[src/rtl/issue_ctrl_pkg.sv]
// Shared issue definitions: instruction class encoding and default load-use bubble depth.
package Public_Info;

    typedef enum logic [2:0] {
        CLS_ALU    = 3'd0,
        CLS_BR     = 3'd1,
        CLS_LD     = 3'd2,
        CLS_ST     = 3'd3,
        CLS_MULDIV = 3'd4,
        CLS_PRIV   = 3'd5
    } cls_e;

    localparam int LU_BUBBLE_DEF = 1;

    function automatic logic is_mem(input cls_e c);
        return (c == CLS_LD) || (c == CLS_ST);
    endfunction

endpackage

[src/rtl/issue_ctrl_pair_chk.sv]
// Combinational check deciding whether slot B may issue alongside slot A.
module issue_pair_chk
    import Public_Info::*;
(
    input  logic       b_valid,
    input  logic [4:0] a_rd,
    input  logic       a_we,
    input  cls_e       a_cls,
    input  logic [4:0] b_raddr1,
    input  logic [4:0] b_raddr2,
    input  cls_e       b_cls,
    input  logic [4:0] ld_rd,
    input  logic       ld_pend,
    output logic       b_ok
);

    logic raw_ab;
    logic raw_ld;
    logic cls_conflict;

    assign raw_ab = a_we && (a_rd != 5'd0) && ((b_raddr1 == a_rd) || (b_raddr2 == a_rd));
    assign raw_ld = ld_pend && (ld_rd != 5'd0) && ((b_raddr1 == ld_rd) || (b_raddr2 == ld_rd));

    // Shared memory port and single MUL/DIV unit; control transfers and PRIV end the pair.
    assign cls_conflict = (is_mem(a_cls) && is_mem(b_cls))
                       || ((a_cls == CLS_MULDIV) && (b_cls == CLS_MULDIV))
                       || (a_cls == CLS_BR) || (a_cls == CLS_PRIV)
                       || (b_cls == CLS_PRIV);

    assign b_ok = b_valid && !raw_ab && !raw_ld && !cls_conflict;

endmodule

[src/rtl/issue_ctrl.sv]
// Two-slot issue controller: load-use scoreboard, PRIV serialization FSM, pair issue.
// Define DUAL_ISSUE_EN to allow slot B to issue; otherwise at most one slot per cycle.
module issue_ctrl
    import Public_Info::*;
#(
    parameter int LU_BUBBLE = LU_BUBBLE_DEF
) (
    input  logic       clk,
    input  logic       rstn,
    input  logic [1:0] i_is_valid,
    input  logic [4:0] a_rf_raddr1,
    input  logic [4:0] a_rf_raddr2,
    input  logic [4:0] b_rf_raddr1,
    input  logic [4:0] b_rf_raddr2,
    input  logic [4:0] a_rf_rd,
    input  logic [4:0] b_rf_rd,
    input  logic       a_rf_we,
    input  logic       b_rf_we,
    input  logic [2:0] a_cls,
    input  logic [2:0] b_cls,
    input  logic       flush_BR,
    input  logic       stall_DCache,
    input  logic       stall_div,
    input  logic       i_serial_done,
    output logic [1:0] o_usingNUM,
    output logic       o_serial_busy
);

    localparam logic [0:0] ST_IDLE   = 1'b0;
    localparam logic [0:0] ST_SERIAL = 1'b1;

    logic [0:0] state;
    logic [4:0] ld_rd;
    logic [1:0] lu_cnt;
    logic       ld_pend;
    logic       stall;
    logic       blocked;
    logic       a_haz;
    logic       issue_a;
    logic       issue_b;
    logic       b_ok;
    cls_e       a_c;
    cls_e       b_c;

    assign a_c     = cls_e'(a_cls);
    assign b_c     = cls_e'(b_cls);
    assign stall   = stall_DCache || stall_div;
    assign ld_pend = (lu_cnt != 2'd0);
    assign blocked = !rstn || flush_BR || stall || !i_is_valid[1] || (state == ST_SERIAL);
    assign a_haz   = ld_pend && (ld_rd != 5'd0)
                  && ((a_rf_raddr1 == ld_rd) || (a_rf_raddr2 == ld_rd));
    assign issue_a = !blocked && !a_haz;

    issue_pair_chk u_pair_chk (
        .b_valid  (i_is_valid[0]),
        .a_rd     (a_rf_rd),
        .a_we     (a_rf_we),
        .a_cls    (a_c),
        .b_raddr1 (b_rf_raddr1),
        .b_raddr2 (b_rf_raddr2),
        .b_cls    (b_c),
        .ld_rd    (ld_rd),
        .ld_pend  (ld_pend),
        .b_ok     (b_ok)
    );

`ifdef DUAL_ISSUE_EN
    assign issue_b = issue_a && b_ok;
`else
    logic unused_b_ok;
    assign unused_b_ok = b_ok;
    assign issue_b     = 1'b0;
`endif

    assign o_usingNUM    = issue_b ? 2'd2 : (issue_a ? 2'd1 : 2'd0);
    assign o_serial_busy = rstn && (state == ST_SERIAL);

    // Slot B is younger, so its load destination is the one left pending.
    always_ff @(posedge clk) begin
        if (!rstn || flush_BR) begin
            ld_rd  <= 5'd0;
            lu_cnt <= 2'd0;
        end else if (!stall) begin
            if (issue_b && (b_c == CLS_LD) && b_rf_we && (b_rf_rd != 5'd0)) begin
                ld_rd  <= b_rf_rd;
                lu_cnt <= 2'(LU_BUBBLE);
            end else if (issue_a && (a_c == CLS_LD) && a_rf_we && (a_rf_rd != 5'd0)) begin
                ld_rd  <= a_rf_rd;
                lu_cnt <= 2'(LU_BUBBLE);
            end else if (lu_cnt != 2'd0) begin
                lu_cnt <= lu_cnt - 2'd1;
            end
        end
    end

    always_ff @(posedge clk) begin
        if (!rstn || flush_BR) begin
            state <= ST_IDLE;
        end else if (!stall) begin
            case (state)
                ST_IDLE:   if (issue_a && (a_c == CLS_PRIV)) state <= ST_SERIAL;
                ST_SERIAL: if (i_serial_done) state <= ST_IDLE;
                default:   state <= ST_IDLE;
            endcase
        end
    end

endmodule

[config.mk]
export PLATFORM = sky130hd
export DESIGN_NAME = issue_ctrl
export DESIGN_NICKNAME = d
export VERILOG_FILES = /design/src/rtl/issue_ctrl_pkg.sv /design/src/rtl/issue_ctrl_pair_chk.sv /design/src/rtl/issue_ctrl.sv
export SDC_FILE = /design/constraint.sdc
export NUM_CORES = 1
export LEC_CHECK = 0
export ABC_AREA = 1
export BUFFER_PORTS_ARGS = -buffer_cell sky130_fd_sc_hd__buf_2
export CAP_MARGIN = 25
export CORE_MARGIN = 2
export CORE_UTILIZATION = 30
export DETAILED_ROUTE_END_ITERATION = 10
export PLACE_DENSITY = 0.69
export SYNTH_ARGS = -nofsm -noshare
export SYNTH_HDL_FRONTEND = slang
export SYNTH_HIERARCHICAL = 1
export SYNTH_SLANG_ARGS = --single-unit
[constraint.sdc]
create_clock -name clk -period 1.85 [get_ports clk]
set_input_delay 0.37 -clock clk [delete_from_list [all_inputs] [get_ports clk]]
set_output_delay 0.37 -clock clk [all_outputs]
set_load 0.05 [all_outputs]
==> results of run 1 <==
-- metrics by stage --
stage | utilization | setup slack [ns] | cell area (um^2) | hold WS, ns
final | 0.4156 | 0.1176 | 937.1 | 0.3893
after floorplan | - | 0.2055 | 730.7 | 0.5314
after global placement | 0.3996 | 0.03787 | 900.9 | 0.5430
after global routing | 0.4156 | 0.01044 | 937.1 | 0.4042
after CTS | 0.4107 | 0.04337 | 925.9 | 0.3678
after detailed placement | 0.3996 | 0.02008 | 900.9 | 0.5536
-- per-layer routing --
metal / GRT usage / wire, um / vias up
li1: - / - / 429
met1: 0.1453 / 767 / 306
met2: 0.2016 / 674 / 24
met3: 0.01695 / 93 / 2
met4: 0.1026 / 25 / 0
met5: 0 / 0 / -
-- critical path: stages, from the launching register on --
cell      delay, ns
dfxtp_1        0.29
inv_1          0.08
ha_2           0.19
o21bai_1       0.12
inv_2          0.08
a21boi_2       0.17
buf_6          0.17
-- cell families (layout without fill, tap and decap cells) --
logic type | Yosys count | after routing | share of synthesized area
simple gates | 71 | 71 | 0.4863
compound gates | 5 | 5 | 0.04453
fa+ha+maj | 1 | 1 | 0.01712
buf+inv | 34 | 64 | 0.1918
flops | 8 | 8 | 0.2192
other cells | 1 | 1 | 0.005132
xor+xnor | 3 | 3 | 0.03597
-- synth_stat cells --
cell / instances
a21boi_0: 1
a21oi_1: 2
and3b_1: 1
buf_4: 2
clkinv_4: 1
conb_1: 1
dfxtp_1: 8
ha_1: 1
inv_1: 24
inv_2: 7
nand2_1: 37
nand2_2: 1
nand2_4: 1
nand3_1: 3
nand3_4: 2
nand4_1: 8
nor2_1: 15
nor2_8: 1
nor3_1: 1
o21a_1: 1
o21bai_1: 1
or2_4: 1
xnor2_1: 2
xor2_1: 1
-- path summary, 6_finish.rpt --
kind / to / cells past startpoint / slack (ns) / from
setup / recovery: o_usingNUM[0] / 6 / 0.12 / lu_cnt[0]
hold / removal: state / 4 / 0.39 / i_serial_done
setup reg to reg: ld_rd[3] / 11 / 0.53 / ld_rd[2]
hold reg to reg: ld_rd[4] / 4 / 0.56 / ld_rd[4]
-- where the power goes --
part	internal (mW)	switching [mW]
sequential	0.173	0.000152
combinational	0.0374	0.0427
clock	0.0741	0.0579
total	0.284	0.101
-- area by class of cell --
type | count | area [um^2] | area share
repair buffers | 29 | 156.4 | 0.1669
inverters | 32 | 125.1 | 0.1335
clock buffers | 3 | 22.52 | 0.02403
multi-input cells | 81 | 436.7 | 0.4660
well taps | 28 | 35.03 | 0.03738
flip-flops and latches | 8 | 161.4 | 0.1722
-- registers in the layout, summed over array words and instances (netlist names) --
signal / cells
state: 1
ld_rd: 5
lu_cnt: 2
-- timing repair --
action | 4_1_cts | 5_1_grt
gates resized for setup | 2 | 4
pin swaps | 0 | 0
setup endpoints to repair | 1 | 1
==> impl_results.md, run 1 <==
- DR pass1 iterations: 4
- Syn Nets: between 150 and 200
- Vias in the first global route: between 600 and 700
- GP Congestion: slightly below 0.8
- Final hold viol count: 0
- Detailed Route Iter0 Violations: 8
- Share of the synthesized area in the top cell type: 0.2192
- Setup-failing EPs final: 0
- Die width: roughly 53 um
- Crit end category: output port
- Pin count of the biggest net entering global routing: 8
- Final std cells w/o fill: around 180
- Num CTS Buffers: 3
- TNS Setup: 0 ns
- Cell Count Post-Placement: about 180
- Die Y-Extent: 53.35 um
- CTS sink count: 8
- P_leak: between 0.5 and 0.6 nW
- DRT antenna net count: 0
- Startpoint Class: flip-flop
- Tightest Hold Check Type: in2reg
- Routed wire length: 1.561 mm
- Max rail drop VDD: ~0.00023 V
- Initial antenna violation count: 0
- Worst skew pair latency: between 0.2 and 0.3 ns
- CTS tree: yes
- Power Dens Cells: 410.7 mW/mm^2
- Initial Util: 0.3241
- Port bufs: 27
- Layout cells sized above 1: 0.3203
- Clk root buf: clkbuf_4
- Largest area contributor in the netlist: dfxtp_1
- Vias: around 760
- Final min period: between 1.5 and 2 ns
- Synthesis Warnings: 6
- Most frequent cells in the layout: nand2_1, buf_2, inv_1
- Maximum fanout along the worst path: 3
- CTS max path bufs: 2
- Status: completed
- Critical Path AT: ~1.4 ns
- Crit path kind: reg2out
- Total GRT Usage: 0.1253
- Flops & latches, synth: 8
- Routed vias/inst: between 4 and 5
- Yosys cell types: 24
- Fin. max-slew vios: 0
- First-pass GRT wire length: ~2.6 mm
- Post-Synthesis Cells: 123
- Rows: 17
- Clock-pin slew on the worst setup and hold paths: ~0.050 ns
- CORE AREA: around 0.0023 mm^2
- Power, Total: between 0.3 and 0.4 mW
- N_diodes: 0
- Post-CTS setup buffers: 0
- Mapped cell area: approximately 730 um^2
- Post-DP HPWL: 1.321 mm
- Total Die Area: 0.002846 mm^2
- Wire per inst: roughly 8.6 um
- Boundary pin count: 49
- H-tree depth: 1
- # hold bufs at CTS: 0
- Skew final: approximately 0.0042 ns
- DRC viols: 0
- Final worst path period share: 0.9364
- Most common library cell in the layout ignoring fill and taps: nand2_1
- Nets: 202
- Area growth, synth to finish: 28.25%
- Fill count: ~260
- Top area cells in the synthesized netlist: dfxtp_1, nand2_1, inv_1
- GRT Residual Overflow: 0
- Fmax: about 580 MHz
- RSZ-0062 raised after global routing: no
- Max-Cap Viols: 0
- Avg Inst Size Synth: around 5.9 um^2
- CP required: approximately 1.5 ns
- Seq/Total Area, Yosys: 0.2192
Note: power is estimated with default switching activity, not from simulation.
==> run 2: changes to the inputs <==
- CORE_MARGIN: 2 -> not set
- CORE_UTILIZATION: 30 -> 35
- PLACE_DENSITY: 0.69 -> 0.77
==> run 2 against run 1 <==
Clock power about the same. Clock skew increased by 0.0042 ns. Largest cell class unchanged. Register-to-register slack got worse by 0.11 ns.
==> impl_results.md, run 2 (synthesis results as in run 1) <==
- Area growth, synth to finish: 28.60%
- Most common library cell in the layout ignoring fill and taps: nand2_1
- Post-DP HPWL: 1.363 mm (+3.2%)
- Routed wire length: 1.599 mm (+2.4%)
- N_diodes: 0 (unchanged)
- # hold bufs at CTS: 0 (unchanged)
- Crit path cell chain: inv_2 -> nand4_1 -> o21bai_1 -> inv_2 -> a21boi_2 -> buf_6
- Port bufs: 27 (unchanged)
- Skew final: 0.008415 ns (+0.004228 ns)
- Tightest Hold Check Type: in2reg
- Critical Path AT: 1.35 ns (about the same)
- Initial antenna violation count: 0 (unchanged)
- Max-Cap Viols: 0 (unchanged)
- CP max-delay cell: dfxtp_1
- Fin. max-slew vios: 0 (unchanged)
- TNS Setup: 0 ns (unchanged)
- CTS max path bufs: 2 (unchanged)
- GP Congestion: 0.7651 (-0.74%)
- Clock-pin slew on the worst setup and hold paths: 0.06 ns (about the same)
- Status: completed
- Crit path kind: reg2out
- Wire per inst: 8.834 um (+2.4%)
- Die Y-Extent: 47.69 um (-11%)
- CTS tree: yes
- Power, Total: 0.3849 mW (about the same)
- Fill count: 235 (-8.6%)
- Boundary pin count: 49 (unchanged)
- CTS sink count: 8 (unchanged)
- RSZ-0062 raised after global routing: no
- Initial Util: 0.3724 (+0.04836)
- CP required: 1.48 ns (about the same)
- M2 GR Usage: 0.2892 (+0.08754)
- Top Registers: ld_rd: 5 flops, lu_cnt: 2 flops, state: 1 flops
- Top reg by flops: ld_rd
- Crit end category: output port
- Die width: 47.69 um (-11%)
- Busiest grt layer: met2
- Setup-failing EPs final: 0 (unchanged)
- Startpoint Class: flip-flop
- Power Dens Cells: 409.6 mW/mm^2 (-0.27%)
- Rows: 16 (-1)
- Nets: 203 (+0.50%)
- Final min period: 1.725 ns (-0.007470 ns)
- Vias: 811 (+6.6%)
- GR Util met1: 0.1659 (+0.02064)
- Final worst path period share: 0.9324 (-0.004038)
- Detailed Route Iter0 Violations: 21 (+13)
- Hold Slack: 0.3840 ns (-0.005293 ns)
- CORE AREA: 0.001962 mm^2 (-13%)
- Total Die Area: 0.002274 mm^2 (-20%)
- Worst skew pair latency: 0.25 ns (about the same)
- Max rail drop VDD: 0.0002770 V (+22%)
- H-tree depth: 1 (unchanged)
- Fmax: 579.7 MHz (+0.43%)
- Slowest cell delay on critical path: 0.33 ns (+0.04 ns)
- CP most frequent cell: inv_2
- Pin count of the biggest net entering global routing: 8 (unchanged)
- Layout cells sized above 1: 0.3117 (-0.008573)
- Maximum fanout along the worst path: 4 (+1)
- Num CTS Buffers: 3 (unchanged)
- Vias in the first global route: 655 (-2.5%)
- DR pass1 iterations: 4 (unchanged)
- P_leak: 0.5568 nW (+1.1%)
- Routed vias/inst: 4.481 (+6.6%)
- First-pass GRT wire length: 2.449 mm (-4.1%)
- GRT Residual Overflow: 0 (unchanged)
- Final hold viol count: 0 (unchanged)
- Clk root buf: clkbuf_4
- Largest register FFs: 5 (unchanged)
- DRT antenna net count: 0 (unchanged)
- DRC viols: 0 (unchanged)
- Most frequent cells in the layout: nand2_1, buf_2, inv_1
- Total GRT Usage: 0.1568 (+0.03146)
- Met3 GRT Util: 0.04151 (+0.02456)
==> run 2: changes by cell type in the layout (fill, tap and decap cells not counted), sizes merged <==
cell  delta
buf      +1
==> run 2: layout make-up <==
cell class / instances / area (um^2) / area share
multi-input combinational: 81 / 434.2 / 0.4621
timing repair buffer: 30 / 163.9 / 0.1744
sequential: 8 / 160.2 / 0.1704
inverter: 32 / 125.1 / 0.1332
tap: 27 / 33.78 / 0.03595
clock buffer: 3 / 22.52 / 0.02397
==> run 2: final timing paths <==
| check | cells past startpoint | endpoint | slack, ns | start |
|---|---|---|---|---|
| worst max-delay path | 6 | o_usingNUM[0] | 0.13 | ld_rd[1] |
| worst min register to register | 4 | ld_rd[3] | 0.57 | ld_rd[3] |
| worst min-delay path | 4 | state | 0.38 | i_serial_done |
| worst max register to register | 10 | ld_rd[2] | 0.42 | ld_rd[1] |
==> run 2: routing by layer <==
| metal | wire [um] | part of all wire |
|---|---|---|
| met2 | 776 | 0.49 |
| met1 | 681 | 0.43 |
| met3 | 127 | 0.079 |
| met5 | 0 | 0 |
| met4 | 13 | 0.0081 |
==> run 2: worst max-delay path, delay by kind of cell (launching register included) <==
kind | cells | cell delay [ns]
AOI/OAI and AO/OA | 2 | 0.35
buffers and inverters | 3 | 0.31
DFF | 1 | 0.33
and+or+nand+nor | 1 | 0.10
==> run 2: power breakdown <==
group,internal (mW),switching (mW)
registers,0.173,0.000159
clock network,0.0741,0.0579
logic,0.0374,0.0428
total,0.284,0.101
==> run 2: metrics by stage <==
step,util,std cells,cell area [um^2],setup slack [ns]
4_1_cts,0.4713,180,924.6,0.02899
2_1_floorplan,-,123,730.7,0.2055
3_5_place_dp,0.4585,177,899.6,0.01680
6_report,0.4790,181,939.7,0.1251
3_3_place_gp,0.4585,177,899.6,0.02879
5_1_grt,0.4790,181,939.7,0.02724
==> run 2: timing repair <==
| item | in CTS | in global routing |
|---|---|---|
| buffers inserted | 0 | 1 |
| pin swaps | 0 | 1 |
| setup endpoints to repair | 1 | 1 |
| gates resized for setup | 2 | 2 |
| hold endpoints to repair | 0 | 0 |
==> run 3: changes to the inputs <==
- clock period: 1.85 -> 2.1 ns (I/O delays scaled with it)
==> run 3 against run 2 <==
Clock skew barely moved. Critical path depth did not move. Critical path type unchanged. Combinational power fell by 15%. Global-route usage down 0.49 points. Final cell count is 1.1% lower. Non-clock buffer count down 2. Clock power shrank 12%. Power shrank 13%. Flip-flop and latch count unchanged. Wire length down 4.1%.
==> impl_results.md, run 3 (synthesis results as in run 1) <==
- M1 wire length: 703 um (+3.2%)
- Switching share of power: 0.2604 (-0.001422)
- Boundary pin count: 49 (unchanged)
- Area growth, synth to finish: 25.17%
- Power Dens Cells: 367.4 mW/mm^2 (-10%)
- Final WS setup: 0.1495 ns (+0.02447 ns)
- Worst skew pair latency: 0.25 ns (about the same)
- DRC viols: 0 (unchanged)
- DR top layer: met4
- Multi-input gate area: 430.4 um^2 (-0.86%)
- H-tree depth: 1 (unchanged)
- Nets: 201 (-0.99%)
- CP required: 1.68 ns (+0.20 ns)
- CTS tree: yes
- Wire per inst: 8.564 um (-3.1%)
- CORE AREA: 0.001962 mm^2 (unchanged)
- RSZ-0062 raised after global routing: no
- Top reg by flops: ld_rd
- Top delay family on crit path: buffers and inverters
- Maximum fanout along the worst path: 4 (unchanged)
- Slowest cell delay on critical path: 0.33 ns (about the same)
- Worst min-delay path endpoint: state
- Routed vias/inst: 4.391 (-2.0%)
- Fin. max-slew vios: 0 (unchanged)
- Post-CTS setup buffers: 0 (unchanged)
- CTS sink count: 8 (unchanged)
- Reg2reg setup slack: 0.80 ns (+0.38 ns)
- Power, Total: 0.3360 mW (-13%)
- Worst slack at placement: 0.1827 ns (+0.1659 ns)
- R2R depth: 9 (-1)
- Vias in the first global route: 631 (-3.7%)
- Max rail drop VDD: 0.0001519 V (-45%)
- Die Y-Extent: 47.69 um (unchanged)
- Max-Cap Viols: 0 (unchanged)
- Final hold viol count: 0 (unchanged)
- Fill count: 225 (-4.3%)
- Final min period: between 1.5 and 2 ns
- Startpoint Class: flip-flop
- Total GRT Usage: 0.1519 (-0.004868)
- DR pass1 iterations: 4 (unchanged)
- CP max-delay cell: dfxtp_1
- First-pass GRT wire length: 2.325 mm (-5.1%)
- Clock-pin slew on the worst setup and hold paths: 0.06 ns (about the same)
- TNS Setup: 0 ns (unchanged)
- Clk root buf: clkbuf_4
- Status: completed
- P_sw: 0.08750 mW (-13%)
- Rows: 16 (unchanged)
- Setup-failing EPs final: 0 (unchanged)
- GP Congestion: 0.7816 (+2.2%)
- Power Internal: 0.2485 mW (-13%)
- Initial Util: 0.3724 (unchanged)
- Layout cells sized above 1: 0.2961 (-0.01564)
- CTS max path bufs: 2 (unchanged)
- Final worst path period share: 0.9288
- DRT antenna net count: 0 (unchanged)
- Port bufs: 27 (unchanged)
- Buf/Inv on CP: 3 (unchanged)
- CP most frequent cell: inv_2
- Crit path cell chain: inv_2 -> nand4_1 -> o21bai_1 -> inv_2 -> a21boi_0 -> buf_2
- Most common library cell in the layout ignoring fill and taps: nand2_1
- Skew final: 0.007978 ns (-0.0004373 ns)
- Combinational Power Share: 0.202 (-0.006)
- Largest register FFs: 5 (unchanged)
- Critical R2R Launch: ld_rd[1]
- Crit end category: output port
- Routed wire length: 1.533 mm (-4.1%)
- Clock share of power: 0.345 (+0.002)
- Initial antenna violation count: 0 (unchanged)
- Crit path kind: reg2out
- Most frequent cells in the layout: nand2_1, buf_2, inv_1
- Vias: 786 (-3.1%)
- # hold bufs at CTS: 0 (unchanged)
- Post-DP HPWL: 1.318 mm (-3.3%)
- Register share of total power: 0.453 (+0.004)
- Hold Slack: 0.4312 ns (+0.04713 ns)
- Met3 routed WL: 95 um (-25%)
- Hold path depth: 4 (unchanged)
- Die width: 47.69 um (unchanged)
- Pin count of the biggest net entering global routing: 8 (unchanged)
- Total Die Area: 0.002274 mm^2 (unchanged)
- N_diodes: 0 (unchanged)
- Num CTS Buffers: 3 (unchanged)
- Hold path start: i_serial_done
- Critical Path AT: 1.53 ns (+0.18 ns)
- GRT Residual Overflow: 0 (unchanged)
- Detailed Route Iter0 Violations: 10 (-52%)
- Reg2reg end: ld_rd[2]
- Fmax: around 510 MHz
- Top Registers: ld_rd: 5 flops, lu_cnt: 2 flops, state: 1 flops
- P_leak: 0.5440 nW (-2.3%)
- Tightest Hold Check Type: in2reg
- Cts repair resizes: 0 (-2)
- FF+latch area: 160.2 um^2 (unchanged)
- WL met2: 722 um (-7.0%)
-- run 3: power by group through the flow --
stage	clock network, mW	logic, mW	registers (mW)
finish	0.116	0.0678	0.152
CTS	0.124	0.0685	0.152
floorplan	0	0.0385	0.155
global route	0.131	0.0760	0.152
detailed placement	0	0.0682	0.155
global placement	0	0.0658	0.155
-- run 3: tightest hold or removal path, cell delays in order --
cell and delay [ns]:
buf_2 0.07, nand2_1 0.04, nand2_1 0.05, a21oi_1 0.05
-- run 3: area by class of cell --
cell class,count,area share
multi-input combinational,81,0.4706
sequential,8,0.1751
timing repair buffer,28,0.1560
inverter,32,0.1368
tap,27,0.03694
clock buffer,3,0.02462
-- run 3: per-layer routing --
metal | track usage | vias up
met4 | 0.08333 | 0
met1 | 0.1538 | 328
met2 | 0.2730 | 29
met3 | 0.04906 | 2
met5 | 0 | -
li1 | - | 427
-- run 3: stage by stage --
| stage | cell area [um^2] | instances | utilization |
|---|---|---|---|
| 6_report | 914.6 | 179 | 0.4662 |
| 5_1_grt | 914.6 | 179 | 0.4662 |
| 4_1_cts | 914.6 | 179 | 0.4662 |
| 3_5_place_dp | 892.1 | 176 | 0.4547 |
| 3_3_place_gp | 892.1 | 176 | 0.4547 |
| 2_1_floorplan | 730.7 | 123 | - |
-- run 3: worst max path at each step --
stage	from	cells after the start	endpoint
final	ld_rd[1]	6	o_usingNUM[0]
after global routing	lu_cnt[0]	6	o_usingNUM[0]
after CTS	ld_rd[1]	6	o_usingNUM[0]
after detailed placement	stall_div	7	o_usingNUM[0]
after global placement	stall_div	7	o_usingNUM[0]
after floorplan	stall_div	6	o_usingNUM[0]
